<file path="src/rtl/led_bar_pkg.sv">
// led_bar_pkg: shared state encoding and count limits for the LED bar sequencer.
package led_bar_pkg;
    typedef enum logic [1:0] {MANUAL, RISE, FALL} state_t;
    localparam int COUNT_W = 5;
    localparam logic [COUNT_W-1:0] COUNT_MAX = 5'd16;
endpackage

</file>
<file path="src/rtl/led_bar_tick_gen.sv">
// led_bar_tick_gen: free-running prescaler, one-cycle tick every TICK_DIV clocks.
module led_bar_tick_gen #(
    parameter int TICK_DIV = 50_000_000
) (
    input  logic clk,
    input  logic rst,
    output logic tick
);
    localparam int W = $clog2(TICK_DIV);
    localparam logic [W-1:0] LAST = W'(TICK_DIV - 1);
    logic [W-1:0] cnt;
    assign tick = (cnt == LAST);
    always_ff @(posedge clk or posedge rst)
        if (rst) cnt <= '0;
        else     cnt <= tick ? '0 : cnt + 1'b1;
endmodule

</file>
<file path="src/rtl/led_bar_sequencer.sv">
// led_bar_sequencer: 0..16 bar level, manual up/down or ping-pong auto sweep.
// Define LED_BAR_DEBOUNCE_EN to synchronise and edge-detect the buttons.
module led_bar_sequencer
    import led_bar_pkg::*;
#(
    parameter int TICK_DIV = 50_000_000
) (
    input  logic               clk,
    input  logic               rst,
    input  logic               btn_up,
    input  logic               btn_down,
    input  logic               mode_auto,
    output logic [COUNT_W-1:0] current_count,
    output logic               at_max,
    output logic               at_min,
    output logic               sweep_dir
);
    logic               up, down, tick, step_up, step_dn, dir_nxt;
    logic [COUNT_W-1:0] manual_cnt, count_nxt;
    state_t             state, state_nxt;

`ifdef LED_BAR_DEBOUNCE_EN
    // [1:0] synchronise, [2] aligns the pulse to the third edge, [3] is edge history
    logic [3:0] up_sh, down_sh;
    always_ff @(posedge clk or posedge rst)
        if (rst) begin
            up_sh   <= '0;
            down_sh <= '0;
        end else begin
            up_sh   <= {up_sh[2:0], btn_up};
            down_sh <= {down_sh[2:0], btn_down};
        end
    assign up   = up_sh[2] & ~up_sh[3];
    assign down = down_sh[2] & ~down_sh[3];
`else
    assign up   = btn_up;
    assign down = btn_down;
`endif

    led_bar_tick_gen #(.TICK_DIV(TICK_DIV)) u_tick (
        .clk  (clk),
        .rst  (rst),
        .tick (tick)
    );

    assign step_up    = up & ~down & (current_count != COUNT_MAX);
    assign step_dn    = down & ~up & (current_count != '0);
    assign manual_cnt = step_up ? current_count + 1'b1 :
                        step_dn ? current_count - 1'b1 : current_count;

    // Sweep direction on entry is chosen from the level the manual step produces
    always_comb begin
        state_nxt = state;
        count_nxt = current_count;
        case (state)
            MANUAL: begin
                count_nxt = manual_cnt;
                if (mode_auto) state_nxt = (manual_cnt < COUNT_MAX) ? RISE : FALL;
            end
            RISE:
                if (!mode_auto) state_nxt = MANUAL;
                else if (tick) begin
                    count_nxt = current_count + 1'b1;
                    if (count_nxt == COUNT_MAX) state_nxt = FALL;
                end
            FALL:
                if (!mode_auto) state_nxt = MANUAL;
                else if (tick) begin
                    count_nxt = current_count - 1'b1;
                    if (count_nxt == '0) state_nxt = RISE;
                end
            default: state_nxt = MANUAL;
        endcase
    end

    assign dir_nxt = (state_nxt == RISE) ? 1'b1 : (state_nxt == FALL) ? 1'b0 : sweep_dir;

    always_ff @(posedge clk or posedge rst)
        if (rst) begin
            state         <= MANUAL;
            current_count <= '0;
            at_max        <= 1'b0;
            at_min        <= 1'b1;
            sweep_dir     <= 1'b1;
        end else begin
            state         <= state_nxt;
            current_count <= count_nxt;
            at_max        <= (count_nxt == COUNT_MAX);
            at_min        <= (count_nxt == '0);
            sweep_dir     <= dir_nxt;
        end
endmodule

</file>
<file path="config.mk">
export PLATFORM = sky130hd
export DESIGN_NAME = led_bar_sequencer
export DESIGN_NICKNAME = d
export VERILOG_FILES = /design/src/rtl/led_bar_pkg.sv /design/src/rtl/led_bar_tick_gen.sv /design/src/rtl/led_bar_sequencer.sv
export SDC_FILE = /design/constraint.sdc
export NUM_CORES = 1
export LEC_CHECK = 0
export CAP_MARGIN = 25
export CELL_PAD_IN_SITES_DETAIL_PLACEMENT = 1
export CELL_PAD_IN_SITES_GLOBAL_PLACEMENT = 1
export CORE_ASPECT_RATIO = 1.1
export CORE_MARGIN = 5
export CORE_UTILIZATION = 40
export DETAILED_ROUTE_END_ITERATION = 10
export PLACE_DENSITY = 0.72
export SETUP_SLACK_MARGIN = 0.05
export SYNTH_ARGS = -nofsm -noshare
export SYNTH_HDL_FRONTEND = slang
export SYNTH_SLANG_ARGS = --single-unit
</file>
<file path="constraint.sdc">
create_clock -name clk -period 3.52 [get_ports clk]
set_input_delay 0.704 -clock clk [delete_from_list [all_inputs] [get_ports clk]]
set_output_delay 0.704 -clock clk [all_outputs]
set_load 0.01 [all_outputs]
</file>
==> impl_metrics.tcl, run 1 <==
set metrics [dict create \
    dp_slack_ns 0.4995 \
    fp.dieW_um 81.51 \
    synthesis.nets 251 \
    grtUsageTotal 0.1672 \
    io_buffers 12 \
    vias 1816 \
    place_congestion 0.8229 \
    ios 13 \
    path_max_fanout 13 \
    area_delta_synth_final_pct 13.63 \
    tritoncts.num_buffers 5 \
    period_minus_slack_ns 2.790 \
    ys_warn_count 0 \
    setup_tns_ns 0 \
    synth_area_leaders "dfrtp_1 38%, xor2_1 6.2%, xnor2_1 4.7%" \
    antenna_found_initial 0 \
    crit_buf_inv 1 \
    ys_top_cells_by_count "34 x dfrtp_1, 23 x nor2_1, 16 x xor2_1, 15 x clkbuf_1, 12 x xnor2_1" \
    hp-class "flip-flop to flip-flop" \
    layout.nets 260 \
    drtAntennaViolNets 0 \
    power_density_mw_per_mm2 629.8 \
    initial_core_util 0.4143 \
    drc 0 \
    synth_cell_type_count 51 \
    post_route_cells_drive_above_1_share 0.09562 \
    cp-endpoint "sweep_dir" \
    vias_per_cell 5.571 \
    synth-seq-cells 36 \
    crit_family "compound AO/OA/AOI/OAI gates" \
    hold_viol_final 0 \
    wirelength_um 5179 \
    synth_top_cell_by_area "dfrtp_1" \
    post-cts-setup-buffers 0 \
    cp_cell_sequence "inv_1, ha_1, o41ai_1, nand4_1, a21o_1, and2_1, o21ai_0, ha_1, mux2_2" \
    grt_max_degree 34 \
    dr.pass1.iters 4 \
    die_h_um 88.66 \
    reg2reg_to "sweep_dir" \
    fin_worst_skew_ns 0.01047 \
    root_buffer "clkbuf_8" \
    dp_cells 318 \
    synth_edf_count 0 \
    finalWorstSetupSlack_ns 0.7303 \
    tightest_slew_ns 0.6346 \
    clk_pin_slew_ns 0.08 \
    cts_tree "done" \
    netlist_instances 241 \
    peakVddDrop_mv 0.3127 \
    fmax_mhz 358.5 \
    grt_overflow 0 \
    grt_pass1_wl_um 9239 \
    rr_startpoint "current_count[0]" \
    ys_seq_area_frac 0.4016 \
    synth_top_area_share 0.3782 \
    power_w 0.001610 \
    grt_pass1_vias 1866 \
    clkSinkCount 36 \
    period_share 0.7925 \
    cp.required_ns 3.74 \
    dp_hpwl_um 3754 \
    synthArstFlopShare 1.000 \
    yosysMostFrequentCell "dfrtp_1" \
    cpPeakStageDelay_ns 0.62 \
    post_cts_resize_count 0 \
    reg2reg_depth 9 \
    stdcell_count 326 \
    status "finished, final reports clean" \
    antenna_cells 0 \
    setup_viol 0 \
    initialDrtViolationCount 57 \
    ys.flop_type "dfrtp_1" \
    core_area_mm2 0.005430 \
    r2r_setup_slack_ns 0.73 \
    syn_area_per_cell_um2 9.335 \
    cpMaxStageDelayCell "dfrtp_1" \
    max_slew_margin 0.5712 \
    cts.htree.levels 2 \
    crit_type "flip-flop to flip-flop" \
    critPathMostFrequentCell "ha_1" \
    synth_area_mm2 0.002250 \
    clock_latency_ns 0.29 \
    rows 28 \
    p_leak_nw 1.086 \
    cp-end-kind "flip-flop" \
    crit_arrival_ns 3.01 \
    slew_violations 0 \
    crit_cells 9 \
    startpoint "current_count[0]" \
    clockBufferDepth 2 \
    placed_area_mm2 0.002445 \
    rsz0062_at_grt "false" \
    wl_per_cell_um 15.89 \
    max-cap-violations 0 \
    crit_path_start_kind "flip-flop" \
    fin_area_mm2 0.002556 \
    die-area_mm2 0.007226 \
    cts_hold_buf 0 \
]
[cell type report]
class	instances	area, um^2
Fill cell	642	2874
Multi-Input combinational cell	180	1252
Sequential cell	36	903.4
Timing Repair Buffer	17	157.7
Tap cell	75	93.84
Clock buffer	5	68.82
Clock inverter	3	42.54
Inverter	10	37.54
[worst reg2reg max path: stages, from the launching register on]
cell	delay (ns)
dfrtp_1	0.62
inv_1	0.12
ha_1	0.32
o41ai_1	0.45
nand4_1	0.15
a21o_1	0.20
and2_1	0.16
o21ai_0	0.18
ha_1	0.26
mux2_2	0.27
[how the worst min path moves through the flow]
stage / start / to / slack [ns] / cells past startpoint
6_report: u_tick.cnt[4] / u_tick.cnt[4] / 0.49 / 1
5_1_grt: u_tick.cnt[4] / u_tick.cnt[4] / 0.52 / 1
4_1_cts: u_tick.cnt[6] / u_tick.cnt[6] / 0.49 / 1
3_5_place_dp: u_tick.cnt[4] / u_tick.cnt[4] / 0.48 / 1
3_3_place_gp: u_tick.cnt[6] / u_tick.cnt[6] / 0.47 / 1
2_1_floorplan: u_tick.cnt[6] / u_tick.cnt[6] / 0.45 / 1
[flip-flops by register name (all words and copies together) (netlist names)]
| name | count |
|---|---|
| state | 2 |
| u_tick.cnt | 26 |
| at_min | 1 |
| current_count | 5 |
| at_max | 1 |
| sweep_dir | 1 |
[where the power goes]
group	switching [W]	internal, W	total, W
clock network	0.000155	0.000210	0.000364
logic	0.000335	0.000324	0.000659
registers	0.000120	0.000467	0.000586
[layout by cell type, fill, tap and decap left out, types with 7 or more instances in the layout]
master           count
dfrtp_1             34
nor2_1              23
xor2_1              16
xnor2_1             12
clkdlybuf4s50_1     12
nand2_1             11
inv_1               10
nand4_1             10
nand3_1             10
a21oi_1              7
o21ai_0              7
[layer usage]
layer,track usage,wire (um),vias up
met5,0,0,-
met4,0.05991,69,0
met3,0.03360,88,5
met2,0.2867,2623,12
met1,0.2074,2398,904
li1,-,-,895
[stage by stage]
stage / util / hold slack (ns)
6_report: 0.4707 / 0.4928
5_1_grt: 0.4707 / 0.5182
4_1_cts: 0.4707 / 0.4937
3_5_place_dp: 0.4502 / 0.4833
3_3_place_gp: 0.4502 / 0.4749
2_1_floorplan: - / 0.4508
[cell families after synthesis]
| logic type | after synthesis | share of synthesized area |
|---|---|---|
| AO/OA/AOI/OAI | 44 | 0.1396 |
| XOR/XNOR | 28 | 0.1090 |
| adder cells (fa/ha/maj) | 6 | 0.03281 |
| buffers and inverters | 25 | 0.04171 |
| flip-flops | 36 | 0.4016 |
| multiplexers | 3 | 0.01446 |
| AND/OR/NAND/NOR | 99 | 0.2608 |
Power figures use the tool's default switching activity.
==> inputs of run 2 (changes only) <==
--- a/config.mk
+++ b/config.mk
@@ -12,7 +12,7 @@
 export CORE_MARGIN = 5
 export CORE_UTILIZATION = 40
 export DETAILED_ROUTE_END_ITERATION = 10
-export PLACE_DENSITY = 0.72
+export PLACE_DENSITY = 0.75
 export SETUP_SLACK_MARGIN = 0.05
 export SYNTH_ARGS = -nofsm -noshare
 export SYNTH_HDL_FRONTEND = slang
==> constraint.sdc (replaced) <==
create_clock -name clk -period 2.45 [get_ports clk]
set_input_delay 0.49 -clock clk [delete_from_list [all_inputs] [get_ports clk]]
set_output_delay 0.49 -clock clk [all_outputs]
set_load 0.01 [all_outputs]
==> run 2 against run 1 <==
The flow now finishes with violations (negative setup slack). Global-route usage is 1.9 points higher. Sequential power increased by 36%. Cell count rose by 16%. Sequential cell count unchanged. Die area unchanged. Sequential share of layout area is 5.9 points lower. Combinational power rose by 120%. Cell area grew 20%. Total power increased by 72%. First-iteration DRC count is 16% higher. Clock skew rose by 0.0013 ns.
==> impl_metrics.tcl, run 2 (synthesized netlist as in run 1, its figures left out) <==
set metrics [dict create \
    power_w 0.002774 \
    cp.required_ns 2.68 \
    path_max_fanout 2 \
    clock_latency_ns 0.29 \
    stdcell_count 378 \
    gr-max-usage-layer "met2" \
    met1_usage 0.2127 \
    rr_startpoint "u_tick.cnt[24]" \
    antenna_cells 0 \
    hold_end "u_tick.cnt[10]" \
    area_delta_synth_final_pct 36.26 \
    hp-class "flip-flop to flip-flop" \
    slew_violations 0 \
    status "finished with violations" \
    power_density_mw_per_mm2 904.8 \
    clockBufferDepth 2 \
    initial_core_util 0.4143 \
    ios 13 \
    cts_hold_buf 0 \
    top_register "u_tick.cnt" \
    period_share 1.068 \
    drtAntennaViolNets 0 \
    wirelength_um 6188 \
    grt_max_degree 37 \
    crit_path_start_kind "flip-flop" \
    rsz0062_at_grt "true" \
    hold_viol_final 0 \
    whs_path_depth 1 \
    grtUsageTotal 0.1862 \
    finalWorstSetupSlack_ns -0.1671 \
    reg2reg_to "sweep_dir" \
    peakVddDrop_mv 0.3734 \
    io_buffers 12 \
    setup_viol 2 \
    cp-end-kind "flip-flop" \
    period_minus_slack_ns 2.617 \
    layout.nets 312 \
    place_congestion 0.8481 \
    post_route_cells_drive_above_1_share 0.2937 \
    max-cap-violations 0 \
    r2r_setup_slack_ns -0.17 \
    fin_area_mm2 0.003065 \
    dp_cells 365 \
    tightest_slew_ns 0.5021 \
    clkSinkCount 36 \
    vias 2087 \
    root_buffer "clkbuf_8" \
    wl_per_cell_um 16.37 \
    grt_overflow 0 \
    p_leak_nw 1.384 \
    die_h_um 88.66 \
    core_area_mm2 0.005430 \
    fin_util 0.5645 \
    rows 28 \
    fp.dieW_um 81.51 \
    die-area_mm2 0.007226 \
    cts.htree.levels 2 \
    crit_arrival_ns 2.84 \
    largest_registers "u_tick.cnt: 26 flops, current_count: 5 flops, state: 2 flops" \
    grt_pass1_wl_um 10380 \
    dr.pass1.iters 4 \
    startpoint "u_tick.cnt[24]" \
    hold_path_startpoint "u_tick.cnt[10]" \
    fill_cells 636 \
    met2_usage 0.3430 \
    final_cell_mix "57 x buf_4, 34 x dfrtp_1, 22 x nor2_1" \
    fin_worst_skew_ns 0.01176 \
    grt_pass1_vias 2232 \
    max_slew_margin 0.6622 \
    placed_area_mm2 0.002825 \
    final_common_cell "buf_4" \
    dp_hpwl_um 4590 \
    cts_tree "done" \
    dp_slack_ns -0.2091 \
    initialDrtViolationCount 66 \
    vias_per_cell 5.521 \
    tritoncts.num_buffers 5 \
    met3_usage 0.02851 \
    drc 0 \
    largest_reg_flops 26 \
    antenna_found_initial 0 \
    crit_type "flip-flop to flip-flop" \
    violations "negative setup slack" \
    fmax_mhz 382.1 \
    clk_pin_slew_ns 0.08 \
    reg2reg_depth 8 \
]
-- run 2: worst max-delay path by stage --
stage / slack [ns] / to / cells past startpoint
after floorplan: -0.08 / sweep_dir / 9
after global placement: -0.13 / sweep_dir / 8
after detailed placement: -0.21 / sweep_dir / 8
after CTS: -0.12 / sweep_dir / 8
after global routing: -0.23 / sweep_dir / 8
final: -0.17 / sweep_dir / 8
-- run 2: area by class of cell --
class | instances | area (um^2) | share of cell area
multi-input combinational | 180 | 1371 | 0.4473
tap | 75 | 93.84 | 0.03061
clock inverter | 3 | 42.54 | 0.01388
sequential | 36 | 903.4 | 0.2947
timing repair buffer | 69 | 548.0 | 0.1788
inverter | 10 | 37.54 | 0.01224
clock buffer | 5 | 68.82 | 0.02245
-- run 2: worst max-delay path, cell delays in order, from the launching register on --
cell and delay (ns):
dfrtp_1 0.40, or4bb_4 0.59, nor4_4 0.34, nand4_1 0.15, a21o_1 0.21, and2_4 0.17
o21ai_2 0.18, ha_4 0.23, mux2_4 0.29
-- run 2: where the power goes --
part	switching, W	total [W]	internal [W]
logic	0.000689	0.00145	0.000762
clock network	0.000226	0.000527	0.000301
registers	0.000123	0.000795	0.000673
-- run 2: per-stage QoR --
| stage | hold WS (ns) | TNS [ns] |
|---|---|---|
| final | 0.4981 | -0.2101 |
| after global routing | 0.5109 | -0.5137 |
| after floorplan | 0.4508 | -0.08222 |
| after global placement | 0.4769 | -0.3142 |
| after CTS | 0.4991 | -0.1414 |
| after detailed placement | 0.4862 | -0.6270 |
-- run 2: repair_timing --
| item | 4_1_cts | 5_1_grt |
|---|---|---|
| setup buffers | 4 | 1 |
| setup endpoints to repair | 3 | 5 |
| endpoints found under the hold margin | 0 | 0 |
| resized for setup | 11 | 7 |
| pin swaps | 15 | 6 |
-- run 2: layer usage --
| metal | up-vias | part of all wire | wire length (um) |
|---|---|---|---|
| met5 | - | 0 | 0 |
| met2 | 29 | 0.55 | 3404 |
| met3 | 14 | 0.025 | 152 |
| met4 | 0 | 0.025 | 153 |
| met1 | 1043 | 0.40 | 2476 |
| li1 | 1001 | - | - |
==> inputs of run 3 (changes only) <==
--- a/config.mk
+++ b/config.mk
@@ -10,9 +10,9 @@
 export CELL_PAD_IN_SITES_GLOBAL_PLACEMENT = 1
 export CORE_ASPECT_RATIO = 1.1
 export CORE_MARGIN = 5
-export CORE_UTILIZATION = 40
+export CORE_UTILIZATION = 42
 export DETAILED_ROUTE_END_ITERATION = 10
-export PLACE_DENSITY = 0.75
+export PLACE_DENSITY = 0.78
 export SETUP_SLACK_MARGIN = 0.05
 export SYNTH_ARGS = -nofsm -noshare
 export SYNTH_HDL_FRONTEND = slang
==> run 3 against run 2 <==
Maximum frequency grew 2.4%. Clock power shrank 3%. Highest routed layer unchanged. Die area shrank 4.2%. The flow still finishes with violations (negative setup slack). Sequential share of layout area grew 0.34 points. Largest cell class unchanged. Combinational power is essentially flat. Global-route usage grew 2.4 points. Non-clock buffer count is the same. Sequential cell count is the same. Register-to-register slack gained 0.06 ns. Setup slack gained 0.062 ns. Cell count is the same.
==> impl_metrics.tcl, run 3 (synthesized netlist as in run 1, its figures left out) <==
set metrics [dict create \
    grt_overflow 0 \
    clockBufferDepth 2 \
    fin_area_mm2 0.003039 \
    initialDrtViolationCount 67 \
    max_slew_margin 0.6406 \
    worst_hold_slack_ns 0.5128 \
    root_buffer "clkbuf_8" \
    initial_core_util 0.4253 \
    antenna_cells 0 \
    drtAntennaViolNets 0 \
    p_sw_w 0.001015 \
    dr.pass1.iters 4 \
    stdcell_count 378 \
    hold_viol_final 0 \
    top_layer "met4" \
    multi_input_area_mm2 0.001346 \
    crit_family "simple AND/OR/NAND/NOR gates" \
    internal_power_w 0.001708 \
    crit_path_start_kind "flip-flop" \
    period_minus_slack_ns 2.555 \
    fin_worst_skew_ns 0.01063 \
    die_h_um 86.76 \
    core_area_mm2 0.005290 \
    pwr-share-comb 0.524 \
    wl_met1_um 2606 \
    crit_type "flip-flop to flip-flop" \
    peakVddDrop_mv 0.4560 \
    top_register "u_tick.cnt" \
    grt_max_degree 37 \
    post_route_cells_drive_above_1_share 0.2871 \
    power_density_mw_per_mm2 896.2 \
    finalWorstSetupSlack_ns -0.1047 \
    largest_registers "u_tick.cnt: 26 flops, current_count: 5 flops, state: 2 flops" \
    area_delta_synth_final_pct 35.09 \
    status "finished with violations" \
    ios 13 \
    wirelength_um 6435 \
    tightest_slew_ns 0.5342 \
    met2WireLength_um 3462 \
    period_share 1.043 \
    vias_per_cell 5.548 \
    final_cell_mix "57 x buf_4, 32 x dfrtp_1, 23 x nor2_1" \
    grt_pass1_vias 2337 \
    clk_pin_slew_ns 0.08 \
    antenna_found_initial 0 \
    violations "negative setup slack" \
    wl_per_cell_um 17.02 \
    sequentialPowerShare 0.287 \
    grtUsageTotal 0.2101 \
    register_area_um2 905.9 \
    fmax_mhz 391.4 \
    largest_reg_flops 26 \
    cts.htree.levels 2 \
    cp_cell_sequence "or4bb_4, nor4_4, nand4_1, a21o_1, and2_4, o21ai_2, ha_1, mux2_4" \
    cpMaxStageDelayCell "or4bb_4" \
    crit_arrival_ns 2.78 \
    dp_cells 361 \
    final_common_cell "buf_4" \
    clock_latency_ns 0.29 \
    die-area_mm2 0.006922 \
    cp.required_ns 2.67 \
    p_sw_frac 0.3727 \
    cp-end-kind "flip-flop" \
    max-cap-violations 0 \
    cts_tree "done" \
    rows 28 \
    clkSinkCount 36 \
    fp.dieW_um 79.78 \
    layout.nets 312 \
    place_congestion 0.8486 \
    crit_buf_inv 0 \
    slew_violations 0 \
    p_leak_nw 1.370 \
    grt_pass1_wl_um 11250 \
    path_max_fanout 2 \
    cpPeakStageDelay_ns 0.59 \
    fill_cells 602 \
    tritoncts.num_buffers 5 \
    io_buffers 12 \
    hp-class "flip-flop to flip-flop" \
    power.share.clock 0.188 \
    route.met3.wl_um 155 \
    setup_viol 3 \
    vias 2097 \
    rsz0062_at_grt "true" \
    dp_hpwl_um 4606 \
    drc 0 \
    placed_area_mm2 0.002795 \
]
-- run 3: cell count changes in the layout (fill, tap and decap cells not counted), sizes merged --
cell / previous run / this run
clkinvlp: 1 / 0
clkbuf: 5 / 6
-- run 3: path summary, 6_finish.rpt --
check,start,endpoint,slack (ns),cells past startpoint
min in group asynchronous,rst,state[0],0.60,3
worst min-delay path,u_tick.cnt[0],u_tick.cnt[0],0.51,1
worst max-delay path,u_tick.cnt[24],sweep_dir,-0.10,8
worst min register to register,u_tick.cnt[0],u_tick.cnt[0],0.51,1
max in group asynchronous,rst,current_count[1],1.48,3
worst max register to register,u_tick.cnt[24],sweep_dir,-0.10,8
-- run 3: area by class of cell --
class	count	area share
inverters	10	0.01235
clock inverters	2	0.01153
well taps	75	0.03088
repair buffers	69	0.1803
clock buffers	6	0.02388
multi-input cells	180	0.4430
flip-flops and latches	36	0.2981
-- run 3: power groups by stage --
stage / Clock (W) / Sequential (W) / Combinational [W]
after floorplan: 0 / 0.000756 / 0.000793
after global placement: 0 / 0.000795 / 0.00123
after detailed placement: 0 / 0.000799 / 0.00126
after CTS: 0.000532 / 0.000780 / 0.00139
after global routing: 0.000566 / 0.000791 / 0.00155
final: 0.000513 / 0.000782 / 0.00143
-- run 3: routing by layer --
metal	up-vias	global-route usage
met5	-	0
met4	0	0.08295
met3	16	0.04054
met2	37	0.3964
met1	1047	0.2283
li1	997	-
-- run 3: through the flow --
step / util / power (W) / TNS, ns / setup slack [ns]
6_report: 0.5745 / 0.002724 / -0.2094 / -0.1047
5_1_grt: 0.5745 / 0.002906 / -0.5543 / -0.2129
4_1_cts: 0.5714 / 0.002707 / -0.1293 / -0.08524
3_5_place_dp: 0.5284 / 0.002062 / -0.6156 / -0.2259
2_1_floorplan: - / 0.001549 / -0.08222 / -0.08222
3_3_place_gp: 0.5284 / 0.002024 / -0.4297 / -0.1532
-- run 3: what timing repair did --
action                                  4_1_cts  5_1_grt
endpoints found under the setup margin        3        4
gates resized for setup                      13        2
hold buffers                                  0        0
hold endpoints to repair                      0        0
buffers inserted                              8        1
pin swaps                                    15        4
